==> config.mk <==
export PLATFORM = sky130hd
export DESIGN_NAME = bcd_to_binary_seq
export DESIGN_NICKNAME = d
export VERILOG_FILES = /design/src/rtl/bcd_pkg.sv /design/src/rtl/bcd_digit_adjust.sv /design/src/rtl/bcd_to_binary_seq.sv
export SDC_FILE = /design/constraint.sdc
export NUM_CORES = 1
export LEC_CHECK = 0
export ABC_CLOCK_PERIOD_IN_PS = 1400
export CAP_MARGIN = 10
export CORE_MARGIN = 2
export CORE_UTILIZATION = 50
export CTS_BUF_LIST = sky130_fd_sc_hd__clkbuf_8
export CTS_CLUSTER_DIAMETER = 40
export DETAILED_ROUTE_END_ITERATION = 6
export GPL_TIMING_DRIVEN = 0
export PLACE_DENSITY_LB_ADDON = 0.3
export SETUP_SLACK_MARGIN = 0.2
export SYNTH_ARGS = -nofsm -noshare
export SYNTH_HDL_FRONTEND = slang
export SYNTH_SLANG_ARGS = --single-unit
==> constraint.sdc <==
create_clock -name clock -period 1.4 [get_ports clock]
set_clock_uncertainty 0.1 [all_clocks]
set_input_delay 0.42 -clock clock [delete_from_list [all_inputs] [get_ports clock]]
set_output_delay 0.42 -clock clock [all_outputs]
set_load 0.05 [all_outputs]
==> src/rtl/bcd_pkg.sv <==
`default_nettype none
// ============================================================================
//  Module      : bcd_pkg
//  Description : Shared definitions for the BCD conversion blocks.
//                - state_t             : converter FSM states
//                - DEFAULT_DIGITS/BIN_W: default converter geometry
//                - any_digit_invalid() : flags any packed BCD digit above 9.
//                  It is also used on the display side.
//  Revision    : 1.0 - initial release
// ============================================================================
package bcd_pkg;

    localparam int unsigned DEFAULT_DIGITS = 3;
    localparam int unsigned DEFAULT_BIN_W  = 10;

    // Widest packed BCD vector any_digit_invalid() accepts. Narrower callers
    // zero-extend, and zero digits are always valid.
    localparam int unsigned MAX_DIGITS     = 8;

    typedef enum logic [0:0] {
        ST_IDLE  = 1'b0,
        ST_SHIFT = 1'b1
    } state_t;

    function automatic logic any_digit_invalid(input logic [4*MAX_DIGITS-1:0] v);
        logic bad;
        bad = 1'b0;
        for (int i = 0; i < int'(MAX_DIGITS); i++) begin
            if (v[4*i +: 4] > 4'd9) begin
                bad = 1'b1;
            end
        end
        return bad;
    endfunction

endpackage
`default_nettype wire

==> src/rtl/bcd_digit_adjust.sv <==
`default_nettype none
// ============================================================================
//  Module      : bcd_digit_adjust
//  Description : Reverse double-dabble digit correction. After a right shift a
//                digit that is 8 or above carries a half-weight bit from the
//                digit above (worth 5, seen as 8), so 3 is removed.
//  Ports       : i_digit [3:0]  shifted BCD digit
//                o_digit [3:0]  corrected digit
//  Revision    : 1.0 - initial release
// ============================================================================
module bcd_digit_adjust
    import bcd_pkg::*;
(
    input  logic [3:0] i_digit,
    output logic [3:0] o_digit
);

    always_comb begin
        o_digit = i_digit;
        if (i_digit >= 4'd8) begin
            o_digit = i_digit - 4'd3;
        end
    end

endmodule
`default_nettype wire

==> src/rtl/bcd_to_binary_seq.sv <==
`default_nettype none
// ============================================================================
//  Module      : bcd_to_binary_seq
//  Description : Sequential packed-BCD to binary converter (reverse
//                double-dabble, one bit per cycle, 4*DIGITS cycles per
//                conversion regardless of input validity).
//  Ports       : clock             system clock, rising edge
//                reset             synchronous active-high reset
//                start             conversion request, sampled in IDLE only
//                bcd   [4*DIGITS]  packed BCD input, digit 0 in [3:0]
//                busy              high while shifting
//                done              one-cycle pulse when bin/err update
//                bin   [BIN_W]     converted value, held until next done
//                err               an input digit was above 9
//  Revision    : 1.0 - initial release
// ============================================================================
module bcd_to_binary_seq
    import bcd_pkg::*;
#(
    parameter int unsigned DIGITS = DEFAULT_DIGITS,
    parameter int unsigned BIN_W  = DEFAULT_BIN_W
) (
    input  logic                  clock,
    input  logic                  reset,
    input  logic                  start,
    input  logic [4*DIGITS-1:0]   bcd,
    output logic                  busy,
    output logic                  done,
    output logic [BIN_W-1:0]      bin,
    output logic                  err
);

    localparam int unsigned ACC_W   = 4 * DIGITS;
    localparam int unsigned COUNT_W = $clog2(ACC_W);

    state_t               state_q, state_d;
    logic [ACC_W-1:0]     sreg_q,  sreg_d;
    logic [ACC_W-1:0]     acc_q,   acc_d;
    logic [COUNT_W-1:0]   count_q, count_d;
    logic                 bad_q,   bad_d;
    logic                 done_q,  done_d;
    logic [BIN_W-1:0]     bin_q,   bin_d;
    logic                 err_q,   err_d;

    logic [ACC_W-1:0]        sreg_shift;
    logic [ACC_W-1:0]        sreg_adj;
    logic [ACC_W-1:0]        acc_shift;
    logic [BIN_W-1:0]        acc_bin;
    logic [4*MAX_DIGITS-1:0] bcd_ext;

    // {sreg, acc} shifted right as one register: sreg LSB feeds acc MSB.
    always_comb begin
        sreg_shift = {1'b0, sreg_q[ACC_W-1:1]};
        acc_shift  = {sreg_q[0], acc_q[ACC_W-1:1]};
    end

    generate
        for (genvar gi = 0; gi < int'(DIGITS); gi++) begin : g_digit
            bcd_digit_adjust u_adjust (
                .i_digit (sreg_shift[4*gi +: 4]),
                .o_digit (sreg_adj[4*gi +: 4])
            );
        end
    endgenerate

    // Upper accumulator bits beyond BIN_W are zero for valid input and dropped.
    generate
        if (BIN_W <= ACC_W) begin : g_bin_trunc
            assign acc_bin = acc_shift[BIN_W-1:0];
        end else begin : g_bin_ext
            assign acc_bin = {{(BIN_W-ACC_W){1'b0}}, acc_shift};
        end
    endgenerate

    always_comb begin
        bcd_ext             = '0;
        bcd_ext[ACC_W-1:0]  = bcd;
    end

    always_comb begin
        state_d = state_q;
        sreg_d  = sreg_q;
        acc_d   = acc_q;
        count_d = count_q;
        bad_d   = bad_q;
        bin_d   = bin_q;
        err_d   = err_q;
        done_d  = 1'b0;

        case (state_q)
            ST_IDLE: begin
                if (start) begin
                    sreg_d  = bcd;
                    acc_d   = '0;
                    count_d = '0;
                    bad_d   = any_digit_invalid(bcd_ext);
                    state_d = ST_SHIFT;
                end
            end
            ST_SHIFT: begin
                sreg_d  = sreg_adj;
                acc_d   = acc_shift;
                count_d = count_q + COUNT_W'(1);
                if (count_q == COUNT_W'(ACC_W - 1)) begin
                    bin_d   = bad_q ? '0 : acc_bin;
                    err_d   = bad_q;
                    done_d  = 1'b1;
                    count_d = '0;
                    state_d = ST_IDLE;
                end
            end
            default: begin
                state_d = ST_IDLE;
            end
        endcase
    end

    always_ff @(posedge clock) begin
        if (reset) begin
            state_q <= ST_IDLE;
            sreg_q  <= '0;
            acc_q   <= '0;
            count_q <= '0;
            bad_q   <= 1'b0;
            done_q  <= 1'b0;
            bin_q   <= '0;
            err_q   <= 1'b0;
        end else begin
            state_q <= state_d;
            sreg_q  <= sreg_d;
            acc_q   <= acc_d;
            count_q <= count_d;
            bad_q   <= bad_d;
            done_q  <= done_d;
            bin_q   <= bin_d;
            err_q   <= err_d;
        end
    end

    assign busy = (state_q == ST_SHIFT);
    assign done = done_q;
    assign bin  = bin_q;
    assign err  = err_q;

endmodule
`default_nettype wire
==> results.md, run 1 <==
* Hold Path Class: primary input to flip-flop
* Vias/cell at 5.51
* Startpoint types: flip-flop
* Standard-cell rows at 22
* Gate Count Post-Synth at 213
* Post-synthesis area per instance at 8.69 sq um
* Post-synthesis sequential area ratio at 0.443
* DP HPWL at 2700 um
* Syn. warnings at 0
* RSZ-0062 raised after global routing: yes
* Mapped Area at 1850 sq um
* H-tree depth at 2
* Drc violations at 0
* CP peak stage delay at 390 ps
* Placer Congestion at 0.793
* Syn nets at 233
* Initial Util at 0.514
* TritonCTS clock tree: yes
* Num ports at 28
* Clk sinks at 41
* Biggest area consumer among synthesized cells: dfxtp_1
* DRT iter0 DRCs at 86
* Min-delay src: reset
* CP delay by family, top: flip-flops
* Port bufs at 26
* Slew @ Worst Pin at 625 ps
* Pleak at 0.996 nW
* Yosys top cell area share at 0.443
* Wire per inst at 14.8 um
* Status: completed
* CP endpoint kind: output pin
* First-pass GRT wire length at 7140 um
* Worst Setup SP: busy
* R2r startpoint: count_q[0]
* Async S/R FF share, synth at 0
* Largest net degree at the start of global routing at 14
* Tot Pwr at 0.00239 W
* Grt ovf at 0
* Router iterations before antenna repair at 4
* Total CTS buffers at 5
* WL final at 4630 um
* Relative slew margins at 0.583
* # setup viols final at 0
* Crit path max fanout at 6
* Critical setup path kind: flip-flop to output pin
* Vias in the first global route at 1,575
* Core region area at 3610 sq um
* Yosys reg bits at 41
* Tcrit/Tclk final at 0.976
* Fin. Hold Viols at 0
* Final nets at 283
* CP arrival at 850 ps
* Setup TNS at 0 ps
* Die area at 4210 sq um
* Worst skew pair latency at 300 ps
* Max rail drop VDD at 0.000516 V
* Synth cell types at 31
* Hold Slack at 288 ps
* CTS root buf: clkbuf_8
* CTS clk-pin slew, worst paths at 80 ps
* Critical-path top delay cell: dfxtp_4
* Area Growth Syn to Fin at 38.9%
* Via count at 1,718
* Ant. Diodes at 0
* Antenna Nets Post-Route at 0
* Critical path required time at 880 ps
* Area contributors post-synth: dfxtp_1 44%, a21oi_1 8.4%, nand2_1 5.3%, nor3b_1 4.9%, nand3b_1 4.1%
* Top_reg_cell synth: dfxtp_1
* Fill count at 286
* Final Cell Area at 2570 sq um
* Die X at 64.9 um
* Max-cap viol count at 0
* Die Y at 64.9 um
* Initial antenna violation count at 0
* Post-synth top cells: 41 x dfxtp_1, 31 x a21oi_1, 26 x nand2_1, 19 x nor2_1, 12 x nor3b_1
* Final min period at 1370 ps
* PD cells at 928 nW/um^2
* Fmax at 732 MHz
* CP Buf/Inv Count at 1
* Share of cells above drive strength 1 at 0.330
* Tot GR Track Use at 0.219
* DP Area at 2200 sq um
* Count of flip-flops with a built-in enable after synthesis at 0
* Fin. max-slew vios at 0
* Most frequent cell after synthesis: dfxtp_1
* CTS Buffer Depth at 2
* Worst path cell trace: buf_8
[kinds of logic after synthesis]
family	after synthesis	share of synthesized area
AOI/OAI and AO/OA	52	0.172
xor gates and xnor gates	4	0.0189
adders and majority gates	5	0.0338
buffers and inverters	23	0.0568
DFF	41	0.443
muxes	10	0.0561
and+or+nand+nor	78	0.220
[worst register-to-register path, cell delays in order (launching register included)]
cell and delay, ps:
dfxtp_4 370, ha_4 140, and4b_2 290, buf_6 130, nand3b_1 100, a21oi_2 130
[final timing paths]
kind / slack [ps] / depth (start not counted) / to
max: 30 / 1 / busy
min: 290 / 2 / bad_q
max reg2reg: 60 / 5 / bin[1]
min reg2reg: 360 / 2 / sreg_q[8]
[cells in the final DEF, fill, tap and decap left out, types with 2 or more instances in the layout]
cell type / n
a211oi_1: 4
a211oi_2: 2
a21oi_1: 29
a21oi_2: 2
a311oi_1: 2
buf_2: 4
buf_4: 16
buf_6: 12
buf_8: 8
clkbuf_1: 6
clkbuf_8: 6
clkdlybuf4s50_1: 12
dfxtp_1: 21
dfxtp_2: 15
dfxtp_4: 5
ha_1: 3
inv_1: 5
inv_2: 2
mux2_2: 3
mux2i_1: 7
nand2_1: 26
nand3b_1: 10
nor2_1: 18
nor2b_1: 3
nor3b_1: 8
nor3b_2: 4
o211a_1: 4
o21ai_0: 4
o22a_1: 2
xnor2_1: 2
xor2_1: 2
[registers in the layout, summed over array words and instances, names as in the netlist]
signal and count:
busy 1, done 1, bad_q 1, bin 10
err 1, count_q 4, acc_q 11, sreg_q 12
[through the flow]
stage                     instances   util  worst slack [ps]
after floorplan                 213      -               181
after global placement          287  0.609              -491
after detailed placement        287  0.609              -493
after CTS                       304  0.676              30.5
after global routing            312  0.713              18.2
final                           312  0.713              33.6
[report_power, final]
part | internal [W] | switching [W] | total, W
Combinational | 0.000154 | 0.000158 | 0.000312
Clock | 0.000400 | 0.000438 | 0.000837
Sequential | 0.00120 | 0.0000387 | 0.00124
Total | 0.00175 | 0.000635 | 0.00239
[metal layers]
layer / vias to the layer above / wire length, um / global-route usage
met1: 819 / 2010 / 0.258
met4: 0 / 95 / 0.0931
met2: 48 / 2350 / 0.375
met5: - / 0 / 0
li1: 841 / - / -
met3: 10 / 168 / 0.0556
[final cells by class]
class | count | area (sq um) | share of cell area
Multi-Input combinational cell | 149 | 986 | 0.383
Sequential cell | 41 | 858 | 0.334
Timing Repair Buffer | 43 | 434 | 0.169
Buffer | 16 | 111 | 0.0433
Clock buffer | 6 | 82.6 | 0.0321
Tap cell | 48 | 60.1 | 0.0233
Inverter | 7 | 26.3 | 0.0102
Clock inverter | 2 | 13.8 | 0.00535
[timing repair]
item | in CTS | in global routing
pin swaps | 6 | 5
hold buffers | 0 | 0
resized for setup | 123 | 31
setup endpoints to repair | 53 | 53
gates cloned | 1 | 1
buffers inserted | 8 | 7
No activity file was read; power rests on OpenSTA's default activity.
==> run 2, diff against run 1 <==
SYNTH_HIERARCHICAL = 1   (was unset)
==> run 2 against run 1 <==
Combinational power rose by 11%. Critical path depth unchanged. Register-to-register slack hardly changed. Wire length grew 3.0%. Sequential cell count is the same. Cell count rose by 8.0%. Power rose by 14%. Die area rose by 5.8%. Synthesized cell count is 11% higher. Area after synthesis increased by 6.2%. First-iteration DRC count increased by 62%. Non-clock buffer count shrank 3. Critical endpoint unchanged.
==> results.md, run 2 <==
* Clk sinks at 41 (unchanged)
* Commonest non-fill, non-tap cell in the layout: nand2_1
* Standard-cell rows at 22 (unchanged)
* Area Growth Syn to Fin at 41.3%
* Critical path required time at 880 ps (about the same)
* Initial antenna violation count at 0 (unchanged)
* Seq. cell area at 856 sq um (-0.29%)
* Port bufs at 25 (-3.8%)
* Die area at 4450 sq um (+5.8%)
* Most frequent cells in the layout: 40 x nand2_1, 35 x a21oi_1, 21 x dfxtp_1
* Startpoint types: flip-flop
* Core region area at 3720 sq um (+3.1%)
* Antenna Nets Post-Route at 0 (unchanged)
* DRT iter0 DRCs at 139 (+62%)
* Placer Congestion at 0.793 (about the same)
* Die Y at 66.7 um (+2.9%)
* Pleak at 1.08 nW (+8.8%)
* Combinational cell fraction of total power at 0.127 (-0.004)
* Die X at 66.7 um (+2.9%)
* Syn. warnings at 6 (+6)
* Async S/R FF share, synth at 0 (unchanged)
* Final Worst Setup Slack at 42.7 ps (+9.11 ps)
* Largest net degree at the start of global routing at 14 (unchanged)
* Worst reg-to-reg path cell count at 5 (unchanged)
* CTS root buf: clkbuf_8
* Worst path cell trace: buf_8
* Crit path max fanout at 6 (unchanged)
* Critical setup path kind: flip-flop to output pin
* Sequential power share at 0.457 (-0.062)
* Slew @ Worst Pin at 617 ps (-8.28 ps)
* First-pass GRT wire length at 7840 um (+9.8%)
* R2r startpoint: count_q[0]
* Reg2Reg Capture Point: bin[1]
* Fin. Hold Viols at 0 (unchanged)
* Clk pwr share at 0.416 (+0.065)
* Hold Path Class: primary input to flip-flop
* Post-synth top cells: 41 x a21oi_1, 41 x dfxtp_1, 41 x nand2_1, 15 x nor2_1
* Share of cells above drive strength 1 at 0.339 (+0.00955)
* Post-Place Setup Slack at -272 ps (+221 ps)
* H-tree depth at 2 (unchanged)
* Worst skew pair latency at 300 ps (about the same)
* Tcrit/Tclk final at 0.969 (-0.00650)
* Synth cell types at 30 (-3.2%)
* Hold Buf Count CTS at 0 (unchanged)
* DP HPWL at 2940 um (+8.7%)
* Final nets at 310 (+9.5%)
* Router iterations before antenna repair at 5 (+1)
* Vias/cell at 5.38 (-2.2%)
* WL final at 4770 um (+3.0%)
* Wire per inst at 14.1 um (-4.7%)
* Hold Slack at 283 ps (-5.58 ps)
* CP Buf/Inv Count at 1 (unchanged)
* Count of flip-flops with a built-in enable after synthesis at 0 (unchanged)
* Internal at 0.00208 W (+19%)
* Vias in the first global route at 1,675 (+6.3%)
* Mapped Area at 1970 sq um (+6.2%)
* Tot GR Track Use at 0.234 (+0.0149)
* CP endpoint kind: output pin
* Drc violations at 0 (unchanged)
* FF-to-FF setup slack at 60 ps (about the same)
* Critical-path top delay cell: dfxtp_4
* # setup viols final at 0 (unchanged)
* Area contributors post-synth: dfxtp_1 42%, a21oi_1 10%, nand2_1 7.8%, mux2_2 6.9%, nor3b_1 4.6%
* Max rail drop VDD at 0.000630 V (+22%)
* PD cells at 978 nW/um^2 (+5.3%)
* Post-synthesis area per instance at 8.30 sq um (-4.5%)
* Final min period at 1360 ps (-9.11 ps)
* Switching pwr at 0.000637 W (+0.40%)
* CP delay by family, top: flip-flops
* RSZ-0062 raised after global routing: yes
* Relative slew margins at 0.589 (+0.00552)
* Grt ovf at 0 (unchanged)
* Max-cap viol count at 0 (unchanged)
* Via count at 1,814 (+5.6%)
* Yosys top cell area share at 0.417 (-0.0259)
* CTS Buffer Depth at 2 (unchanged)
* Status: completed
* Top_reg_cell synth: dfxtp_1
* Area taken by multi-input logic gates at 1140 sq um (+16%)
* Worst Setup EP: busy
* Biggest register: sreg_q
* Switching share of power at 0.234 (-0.0313)
* Levels on crit path at 1 (unchanged)
* Ant. Diodes at 0 (unchanged)
* CTS clk-pin slew, worst paths at 80 ps (about the same)
* CP peak stage delay at 390 ps (about the same)
* Post-synthesis sequential area ratio at 0.417 (-0.0259)
* Biggest area consumer among synthesized cells: dfxtp_1
* Yosys reg bits at 41 (unchanged)
* Largest register FFs at 12 (unchanged)
* TritonCTS clock tree: yes
* CP arrival at 840 ps (about the same)
* Num ports at 28 (unchanged)
* Util after Layout at 0.748 (+0.0348)
* Fin. max-slew vios at 0 (unchanged)
* Gate Count Post-Synth at 237 (+11%)
* Worst Setup SP: busy
* Fmax at 737 MHz (+0.67%)
* Initial Util at 0.529 (+0.0158)
* Fill count at 267 (-6.6%)
* Total CTS buffers at 5 (unchanged)
run 2: per-stage QoR:
stage	area, sq um	total power, W	cells	setup TNS, ps
after floorplan	2040	0.00147	241	0
after global placement	2350	0.00156	314	-3900
after detailed placement	2350	0.00156	314	-4090
after CTS	2640	0.00268	330	0
after global routing	2780	0.00282	337	-18.6
final	2780	0.00272	337	0
run 2: kinds of logic after synthesis:
kind of cell	synth area share
other	0.00191
muxes	0.0687
xor gates and xnor gates	0.0267
AOI/OAI and AO/OA	0.142
and+or+nand+nor	0.238
adders and majority gates	0.0445
buffers and inverters	0.0604
DFF	0.417
run 2: layer usage:
layer	track usage	wire length, um
met3	0.0456	171
met5	0	0
met4	0.0969	93
met2	0.395	2390
met1	0.290	2110
run 2: final cells by class:
| class | instances | area share |
|---|---|---|
| Multi-Input combinational cell | 175 | 0.411 |
| Tap cell | 48 | 0.0216 |
| Timing Repair Buffer | 40 | 0.153 |
| Clock inverter | 3 | 0.0234 |
| Inverter | 9 | 0.0122 |
| Clock buffer | 5 | 0.0248 |
| Buffer | 16 | 0.0468 |
| Sequential cell | 41 | 0.308 |
run 2: worst min path at each step:
stage	to	startpoint	depth (start not counted)	slack, ps
floorplan	acc_q[10]	acc_q[11]	2	350
global placement	bin[0]	bin[0]	2	340
detailed placement	bin[0]	bin[0]	2	350
CTS	bad_q	reset	2	280
global route	bad_q	reset	2	310
finish	bad_q	reset	2	280
run 2: power by group through the flow:
stage	combinational, W	sequential, W	clock (W)
after global placement	0.000291	0.00127	0
final	0.000345	0.00124	0.00113
after floorplan	0.000205	0.00126	0
after global routing	0.000380	0.00125	0.00119
after CTS	0.000314	0.00124	0.00113
after detailed placement	0.000298	0.00127	0
run 2: timing repair:
item                                    CTS  global route
gates cloned                              1             0
pin swaps                                10            11
buffers inserted                          7             7
endpoints found under the setup margin   48            53
gates resized for setup                 141            27
==> run 3, diff against run 2 <==
CELL_PAD_IN_SITES_DETAIL_PLACEMENT = 1   (was unset)
CELL_PAD_IN_SITES_GLOBAL_PLACEMENT = 2   (was unset)
CORE_UTILIZATION = 30   (was 50)
==> run 3 against run 2 <==
Global-route usage down 8.8 points. Via count down 1.2%. Clock-buffer cell count up 1. Combinational power up 14%. Critical path depth unchanged. Final area up 3.5%. Non-clock buffer count up 2. Maximum frequency down 0.24%. Power down 9.9%. Wire length up 9.0%. Sequential power about the same. Clock power down 28%. Critical endpoint unchanged.
==> results.md, run 3 (synthesized netlist as in run 2, its figures left out) <==
* Antenna Nets Post-Route at 0 (unchanged)
* Commonest non-fill, non-tap cell in the layout: nand2_1
* Core region area at 6350 sq um (+71%)
* Fin. max-slew vios at 0 (unchanged)
* DP HPWL at 3490 um (+19%)
* Tot Pwr at 0.00245 W (-9.9%)
* Crit path max fanout at 6 (unchanged)
* Max-cap viol count at 0 (unchanged)
* Initial antenna violation count at 0 (unchanged)
* Status: completed
* Vias/cell at 4.87 (-9.5%)
* RSZ-0062 raised after global routing: yes
* CTS root buf: clkbuf_8
* Standard-cell rows at 29 (+32%)
* Setup TNS at 0 ps (unchanged)
* Fmax at 735 MHz (-0.24%)
* Critical path required time at 880 ps (about the same)
* Die Y at 85.0 um (+27%)
* Util after Layout at 0.453 (-0.295)
* Area Growth Syn to Fin at 46.2%
* CP delay by family, top: flip-flops
* Final min period at 1360 ps (+3.33 ps)
* Router iterations before antenna repair at 4 (-1)
* Fill count at 745 (+180%)
* First-pass GRT wire length at 8450 um (+7.8%)
* Max rail drop VDD at 0.000471 V (-25%)
* Port bufs at 25 (unchanged)
* Area taken by multi-input logic gates at 1210 sq um (+5.9%)
* # setup viols final at 0 (unchanged)
* Drc violations at 0 (unchanged)
* PD cells at 852 nW/um^2 (-13%)
* Largest register FFs at 12 (unchanged)
* Worst skew pair latency at 290 ps (about the same)
* CP endpoint kind: output pin
* Initial Util at 0.310 (-0.220)
* WL final at 5200 um (+9.0%)
* Critical setup path kind: flip-flop to output pin
* Vias in the first global route at 1,735 (+3.6%)
* Die X at 85.0 um (+27%)
* Largest net degree at the start of global routing at 14 (unchanged)
* Tot GR Track Use at 0.146 (-0.0877)
* TritonCTS clock tree: yes
* Slew @ Worst Pin at 645 ps (+28.3 ps)
* Non-filler cells, final at 368 (+9.2%)
* DP Area at 2380 sq um (+1.5%)
* Share of cells above drive strength 1 at 0.395 (+0.0561)
* Worst path cell trace: buf_8
* Wire per inst at 14.1 um (-0.18%)
* Clk sinks at 41 (unchanged)
* Fin. Hold Viols at 0 (unchanged)
* Pleak at 1.10 nW (+1.3%)
* Dpl cells at 343 (+9.2%)
* Relative slew margins at 0.570 (-0.0189)
* CP peak stage delay at 400 ps (about the same)
* CTS clk-pin slew, worst paths at 90 ps (about the same)
* CTS Buffer Depth at 2 (unchanged)
* Total CTS buffers at 5 (unchanged)
* Final nets at 312 (+0.65%)
* Seq. cell area at 856 sq um (unchanged)
* Ant. Diodes at 0 (unchanged)
* H-tree depth at 2 (unchanged)
* Grt ovf at 0 (unchanged)
* Critical-path top delay cell: dfxtp_4
* DRT iter0 DRCs at 53 (-62%)
* Final Cell Area at 2880 sq um (+3.5%)
* Die area at 7220 sq um (+62%)
* Biggest register: sreg_q
* Tcrit/Tclk final at 0.972 (+0.00238)
* Hold Buf Count CTS at 0 (unchanged)
* CP arrival at 840 ps (about the same)
* Num ports at 28 (unchanged)
* Startpoint types: flip-flop
* Hold Path Class: primary input to flip-flop
* Via count at 1,793 (-1.2%)
* CP Buf/Inv Count at 1 (unchanged)
* Placer Congestion at 0.748 (-5.6%)
* Most frequent cells in the layout: 32 x nand2_1, 29 x a21oi_1, 21 x dfxtp_1
-- run 3: cell count changes in the layout (fill, tap and decap cells not counted), sizes merged --
cell      change
buf           +4
clkbuf        -1
clkinvlp      +2
clkinv        -1
bufinv        -2
-- run 3: metrics by stage --
stage	hold WS (ps)	setup slack (ps)
6_report	321	39.4
5_1_grt	315	2.35
4_1_cts	313	32.5
3_5_place_dp	344	-277
3_3_place_gp	341	-276
2_1_floorplan	348	112
-- run 3: worst paths after layout --
check / start / endpoint / slack (ps) / cells after the start
hold / removal: reset / bad_q / 320 / 2
setup reg to reg: count_q[0] / bin[9] / 70 / 5
hold reg to reg: bin[0] / bin[0] / 360 / 2
setup / recovery: busy / busy / 40 / 1
-- run 3: power breakdown --
| group | internal, W | switching [W] |
|---|---|---|
| registers | 0.00120 | 0.0000462 |
| logic | 0.000194 | 0.000200 |
| clock network | 0.000394 | 0.000417 |
| total | 0.00179 | 0.000663 |
-- run 3: routing by layer --
metal | track usage | vias up | wire length, um
met5 | 0 | - | 0
met4 | 0.0390 | 0 | 42
met3 | 0.0292 | 5 | 131
met2 | 0.249 | 27 | 2620
met1 | 0.189 | 864 | 2400
li1 | - | 897 | -
-- run 3: layout make-up --
| type | instances | share of cell area |
|---|---|---|
| multi-input cells | 175 | 0.421 |
| flip-flops and latches | 41 | 0.298 |
| repair buffers | 42 | 0.157 |
| plain buffers | 16 | 0.0461 |
| well taps | 77 | 0.0335 |
| clock buffers | 6 | 0.0287 |
| inverters | 9 | 0.0130 |
| clock inverters | 2 | 0.00391 |
-- run 3: repair_timing --
item | 4_1_cts | 5_1_grt
setup endpoints to repair | 49 | 53
endpoints found under the hold margin | 0 | 0
cloned | 1 | 1
pin swaps | 9 | 14
gates resized for setup | 135 | 60
setup buffers | 5 | 10
